**src/rtl/hba_reset_seq.sv**
```systemverilog
// hba_reset_seq: power-on / PLL-lock reset sequencer.
// Waits for a filtered, synchronized PLL lock. It then holds every channel in reset
// for HOLD_CYCLES and releases the channels one at a time, STAGGER_CYCLES apart.
// Lock loss sends the block back to WAIT_LOCK and is counted. A soft request restarts
// the sequence from HOLD.
// Ports:
//   clk             system clock (PLL output)
//   reset           asynchronous active-low reset
//   pll_locked      raw PLL lock, asynchronous to clk
//   soft_reset_req  synchronous restart request (HOLD/RELEASE/RUN only)
//   rst_out         active-high channel resets, bit 0 released first
//   all_released    every rst_out bit is low
//   seq_state       0=WAIT_LOCK 1=HOLD 2=RELEASE 3=RUN
//   lock_lost_count saturating count of lock-loss events
module hba_reset_seq #(
    parameter int unsigned NUM_CHANNELS   = 4,
    parameter int unsigned HOLD_CYCLES    = 10,
    parameter int unsigned STAGGER_CYCLES = 4,
    parameter int unsigned LOCK_FILTER    = 8,
    parameter int unsigned CNT_WIDTH      = 16
) (
    input  logic                    clk,
    input  logic                    reset,
    input  logic                    pll_locked,
    input  logic                    soft_reset_req,
    output logic [NUM_CHANNELS-1:0] rst_out,
    output logic                    all_released,
    output logic [1:0]              seq_state,
    output logic [7:0]              lock_lost_count
);

    typedef enum logic [1:0] {
        ST_WAIT_LOCK = 2'd0,
        ST_HOLD      = 2'd1,
        ST_RELEASE   = 2'd2,
        ST_RUN       = 2'd3
    } state_e;

    localparam logic [CNT_WIDTH-1:0] FILTER_LAST = CNT_WIDTH'(LOCK_FILTER - 1);
    localparam logic [CNT_WIDTH-1:0] HOLD_LAST   = CNT_WIDTH'(HOLD_CYCLES - 1);
    localparam logic [CNT_WIDTH-1:0] STAG_LAST   =
        CNT_WIDTH'((STAGGER_CYCLES == 0) ? 0 : STAGGER_CYCLES - 1);
    localparam logic [NUM_CHANNELS-1:0] ALL_ONES      = '1;
    localparam logic [NUM_CHANNELS-1:0] FIRST_RELEASE = ALL_ONES << 1;
    // With no stagger, or a single channel, leaving HOLD releases everything at once.
    localparam bit RELEASE_AT_ONCE = (STAGGER_CYCLES == 0) || (NUM_CHANNELS == 1);

    state_e                  state_q, state_d;
    logic [CNT_WIDTH-1:0]    cnt_q, cnt_d;
    logic [NUM_CHANNELS-1:0] rst_out_q, rst_out_d;
    logic                    all_released_q, all_released_d;
    logic [7:0]              lost_q, lost_d;
    logic                    sync1_q, sync1_d;
    logic                    sync2_q, sync2_d;
    logic                    locked_s;

    assign locked_s = sync2_q;

    // Next-state and registered-output logic.
    always_comb begin
        state_d        = state_q;
        cnt_d          = cnt_q;
        rst_out_d      = rst_out_q;
        all_released_d = all_released_q;
        lost_d         = lost_q;
        sync1_d        = pll_locked;
        sync2_d        = sync1_q;

        if (state_q == ST_WAIT_LOCK) begin
            // Any low sample restarts the lock filter; soft requests are ignored here.
            if (locked_s) begin
                if (cnt_q == FILTER_LAST) begin
                    state_d = ST_HOLD;
                    cnt_d   = '0;
                end else begin
                    cnt_d = cnt_q + CNT_WIDTH'(1);
                end
            end else begin
                cnt_d = '0;
            end
        end else if (!locked_s) begin
            // Lock loss takes priority over a simultaneous soft request.
            state_d        = ST_WAIT_LOCK;
            cnt_d          = '0;
            rst_out_d      = ALL_ONES;
            all_released_d = 1'b0;
            if (lost_q != 8'hFF) begin
                lost_d = lost_q + 8'd1;
            end
        end else if (soft_reset_req) begin
            state_d        = ST_HOLD;
            cnt_d          = '0;
            rst_out_d      = ALL_ONES;
            all_released_d = 1'b0;
        end else begin
            case (state_q)
                ST_HOLD: begin
                    if (cnt_q == HOLD_LAST) begin
                        cnt_d = '0;
                        if (RELEASE_AT_ONCE) begin
                            state_d        = ST_RUN;
                            rst_out_d      = '0;
                            all_released_d = 1'b1;
                        end else begin
                            state_d   = ST_RELEASE;
                            rst_out_d = FIRST_RELEASE;
                        end
                    end else begin
                        cnt_d = cnt_q + CNT_WIDTH'(1);
                    end
                end
                ST_RELEASE: begin
                    // rst_out_q is a run of ones above the released bits; shifting
                    // left by one releases the next channel in order.
                    if (cnt_q == STAG_LAST) begin
                        cnt_d     = '0;
                        rst_out_d = rst_out_q << 1;
                        if ((rst_out_q << 1) == '0) begin
                            state_d        = ST_RUN;
                            all_released_d = 1'b1;
                        end
                    end else begin
                        cnt_d = cnt_q + CNT_WIDTH'(1);
                    end
                end
                default: begin
                end
            endcase
        end
    end

    // State and output registers.
    always_ff @(posedge clk or negedge reset) begin
        if (!reset) begin
            state_q        <= ST_WAIT_LOCK;
            cnt_q          <= '0;
            rst_out_q      <= ALL_ONES;
            all_released_q <= 1'b0;
            lost_q         <= 8'd0;
            sync1_q        <= 1'b0;
            sync2_q        <= 1'b0;
        end else begin
            state_q        <= state_d;
            cnt_q          <= cnt_d;
            rst_out_q      <= rst_out_d;
            all_released_q <= all_released_d;
            lost_q         <= lost_d;
            sync1_q        <= sync1_d;
            sync2_q        <= sync2_d;
        end
    end

    assign rst_out         = rst_out_q;
    assign all_released    = all_released_q;
    assign seq_state       = state_q;
    assign lock_lost_count = lost_q;

endmodule

```
**config.mk**
```make
export PLATFORM = sky130hd
export DESIGN_NAME = hba_reset_seq
export DESIGN_NICKNAME = d
export VERILOG_FILES = /design/src/rtl/hba_reset_seq.sv
export SDC_FILE = /design/constraint.sdc
export NUM_CORES = 1
export LEC_CHECK = 0
export CORE_MARGIN = 5
export CORE_UTILIZATION = 45
export DETAILED_ROUTE_END_ITERATION = 7
export PLACE_DENSITY = 0.66
export RECOVER_POWER = 25
export SYNTH_ARGS = -nofsm -noshare
export SYNTH_HDL_FRONTEND = slang
export SYNTH_SLANG_ARGS = --single-unit
export TNS_END_PERCENT = 50
```
**constraint.sdc**
```tcl
create_clock -name clk -period 5.3 [get_ports clk]
set_clock_uncertainty 0.05 [all_clocks]
set_input_delay 0.795 -clock clk [delete_from_list [all_inputs] [get_ports clk]]
set_output_delay 0.795 -clock clk [all_outputs]
set_load 0.01 [all_outputs]
```
==> metrics.log <==
INFO  metric outcome = complete, but fails checks
INFO  metric violated_checks = max-capacitance violations, max-slew violations
INFO  metric tritoncts_num_sinks = 33
INFO  metric drt_iter0_drc = 67
INFO  metric insertion_delay_of_the_later_clocked_pin_in_the_worst_skew_pair = 0.28 ns
INFO  metric number_of_antenna_violations_at_the_first_check_in_global_routing = 0
INFO  metric post_cts.resized_instances = 0
INFO  metric cap_viol_max_count = 1
INFO  metric yosys.area_share.xor_xnor = 9.97%
INFO  metric setup-tns-final = 0 ns
INFO  metric numPortBuffers = 18
INFO  metric final_antenna_net_count = 0
INFO  metric internal_power = approximately 600 µW
INFO  metric postLayoutCellArea = around 2200 µm²
INFO  metric die_w = around 74 µm
INFO  metric post-route-period-util = roughly half
INFO  metric drt_wl_total = 3.65 mm
INFO  metric drt-pass1-iter-count = 4
INFO  metric synth_top_family_by_area = simple AND/OR/NAND/NOR gates
INFO  metric rrSetupSlack = slightly below 3 ns
INFO  metric io-pin-count = 19
INFO  metric antenna_cells_inserted = 0
INFO  metric cp_data_required_time = 5.31 ns
INFO  metric critPathLaunchType = input pin
INFO  metric grt-ovfl-total = 0
INFO  metric synth_warnings = 0
INFO  metric detail_route.vias_per_cell = between 5 and 6
INFO  metric cts_buffers = 5
INFO  metric wire_length_of_the_first_global_routing_pass = around 6.4 mm
INFO  metric synth_nets = 184
INFO  metric dp.final_hpwl = ~2.6 mm
INFO  metric critical-path-max-stage-delay = 1.26 ns
INFO  metric synth_compound_area_share = between 10% and 20%
INFO  metric timing_worst_slew_pin_value = approximately 1.8 ns
INFO  metric synth_edf_count = 0
INFO  metric core_area = 4000 µm²
INFO  metric finalMaxSlewViolations = 34
INFO  metric floorplan.die.height = between 70 and 80 µm
INFO  metric initial_utilization = 46.1%
INFO  metric finish.net_count = 205
INFO  metric synth_area_per_cell = between 10 and 15 µm²
INFO  metric cp_delay_by_family_top = buffers and inverters
INFO  metric final-hold-violation-count = 0
INFO  metric kind_of_path_behind_the_tightest_hold_check = reg -> reg
INFO  metric critPathCaptureType = async pin
INFO  metric switching_power_summed_over_all_nets = approximately 310 µW
INFO  metric number_of_register_bits_inferred_by_synthesis = 33
INFO  metric crit_path_cell_trace = dlygate4sd3_1 > clkbuf_1
INFO  metric post_dp_cell_area = ~2100 µm²
INFO  metric remaining_drc_errors = 0
INFO  metric relSlewSlack = -17.6%
INFO  metric clockBufferDepth = 2
INFO  metric synth_ff_type = dfrtp_1
INFO  metric clk_transition_reported_paths = around 0.06 ns
INFO  metric area_growth = 18.0%
INFO  metric worstPathMaxFanout = 33
INFO  metric synth_area = approximately 1800 µm²
INFO  metric crit_type = in -> async
INFO  metric count_of_buffering_cells_on_the_critical_path_with_inverters_included = 2
INFO  metric grtUsageTotal = about 15%
INFO  metric max_freq = ~390 MHz
INFO  metric switching_share = around a third
INFO  metric share_comb_of_total_power = between 30% and 40%
INFO  metric yosys.area_share.simple = about a quarter
INFO  metric cts.hold.buffers_added = 0
INFO  metric vias_in_the_first_global_route = roughly 1400
INFO  metric cts_max_level = 2
INFO  metric ys_async_sr_fraction = 100%
INFO  metric globalplace.congestion = around 0.85
INFO  metric synthCells = approximately 170
INFO  metric die_area = approximately 5500 µm²
INFO  metric fraction_of_layout_instances_using_a_drive_strength_above_1 = 11.2%
INFO  metric netlist-cell-type-count = 45
INFO  metric wl_per_cell = about 15 µm
INFO  metric p_clk_share = between 20% and 30%
INFO  metric vdd.ir_drop.worst = roughly 0.17 mV
INFO  metric floorplan.rows = 23
INFO  metric postCtsSetupRepairBufs = 0
INFO  metric cp_slowest_cell = clkbuf_1
INFO  metric yosys-mux-area-fraction = 1.22%
INFO  metric cellLeakagePower = around 0.00091 µW
INFO  metric rsz_0062_raised_after_global_routing = false
INFO  metric clk_root_buffer_cell = clkbuf_8
INFO  metric overall_via_count_from_detail_route = 1394
INFO  metric cts_tree = built
INFO  metric adder_cell_area_share_of_the_yosys_netlist = under 10%
INFO  metric number_of_setup_violations_in_the_final_report = 0
INFO  metric synth_seq_area_share = between 40 and 50%
INFO  metric arr_time_crit_path = between 2 and 3 ns
INFO  metric share_of_power_burned_in_registers = 38.5%
INFO  metric grt_max_degree = 34
INFO  metric final.min_clock_period = approximately 2.6 ns
INFO  metric power.density_cell_area = around 420 nW/µm²
[registers in the layout (all words and copies together), names as in the netlist]
| register | cells |
|---|---|
| cnt_q | 16 |
| all_released | 1 |
| sync1_q | 1 |
| rst_out | 4 |
| locked_s | 1 |
| lock_lost_count | 8 |
| seq_state | 2 |
[synth_stat cells, types with 5 or more instances]
cell type  instances  area [µm²]
xnor2_1            9        78.8
and3_1             6        37.5
nand4_1            9        56.3
nor2_1            17        63.8
dfrtp_1           29         726
a21oi_1            6        30.0
nand3_1            5        25.0
xor2_1            12         105
inv_1              6        22.5
nand2_1           12        45.0
ha_1               6        75.1
[final cells by class]
type                            instances  area [µm²]
Fill cell                             381        1820
Multi-Input combinational cell        130         962
Sequential cell                        33         831
Timing Repair Buffer                   19         184
Clock buffer                            7        86.3
Tap cell                               50        62.6
Clock inverter                          1        30.0
Inverter                                6        22.5
[cell usage in the layout, fill, tap and decap left out, types with 5 or more instances in the layout]
| master | netlist | routed |
|---|---|---|
| nand2_1 | 12 | 12 |
| ha_1 | 6 | 6 |
| a21oi_1 | 6 | 6 |
| and3_1 | 6 | 6 |
| xnor2_1 | 9 | 9 |
| clkdlybuf4s50_1 | 0 | 16 |
| inv_1 | 6 | 6 |
| xor2_1 | 12 | 12 |
| nor2_1 | 17 | 17 |
| nand3_1 | 5 | 5 |
| dfrtp_1 | 29 | 29 |
| nand4_1 | 9 | 9 |
| clkbuf_8 | 0 | 6 |
[power groups by stage]
| stage | combinational, µW | clock [µW] | sequential, µW |
|---|---|---|---|
| floorplan | 202 | 0 | 357 |
| global placement | 318 | 0 | 352 |
| detailed placement | 322 | 0 | 355 |
| CTS | 325 | 252 | 351 |
| global route | 356 | 262 | 359 |
| finish | 322 | 240 | 352 |
[through the flow]
stage          hold slack [ns]  utilization (%)  std cells  setup WS (ns)  total power, µW
3_3_place_gp             0.286             51.6        238           2.64              670
4_1_cts                  0.302             54.6        246           2.80              928
6_report                 0.299             54.5        246           2.72              914
3_5_place_dp             0.286             51.6        238           2.50              677
2_1_floorplan            0.281                -        174           3.31              559
5_1_grt                  0.307             54.5        246           2.20              977
[worst paths after layout]
path                                          startpoint                        to  cells past startpoint
worst max-delay path                               reset  seq_state[0]$_DFFE_PN0P_                      2
worst min-delay path                   sync1_q$_DFF_PN0_        locked_s$_DFF_PN0_                      0
worst min register to register         sync1_q$_DFF_PN0_        locked_s$_DFF_PN0_                      0
min in group asynchronous                          reset      cnt_q[1]$_DFFE_PN0N_                      2
worst max register to register  seq_state[1]$_DFFE_PN0P_      cnt_q[7]$_DFFE_PN0N_                      7
max in group clk                          soft_reset_req      cnt_q[7]$_DFFE_PN0N_                      6
[logic make-up (layout without fill, tap and decap cells)]
kind of cell / Yosys count / after routing
AO/OA/AOI/OAI: 27 / 27
AND/OR/NAND/NOR: 74 / 74
buffers and inverters: 11 / 33
XOR/XNOR: 21 / 21
flip-flops: 33 / 33
multiplexers: 2 / 2
adder cells (fa/ha/maj): 6 / 6
[metal layers]
metal | part of all wire [%] | GRT usage, %
met3 | 4.0 | 4.32
met2 | 49 | 24.5
met4 | 1.2 | 6.24
met5 | 0 | 0
met1 | 46 | 19.0
Note: power is estimated with default switching activity, not from simulation.
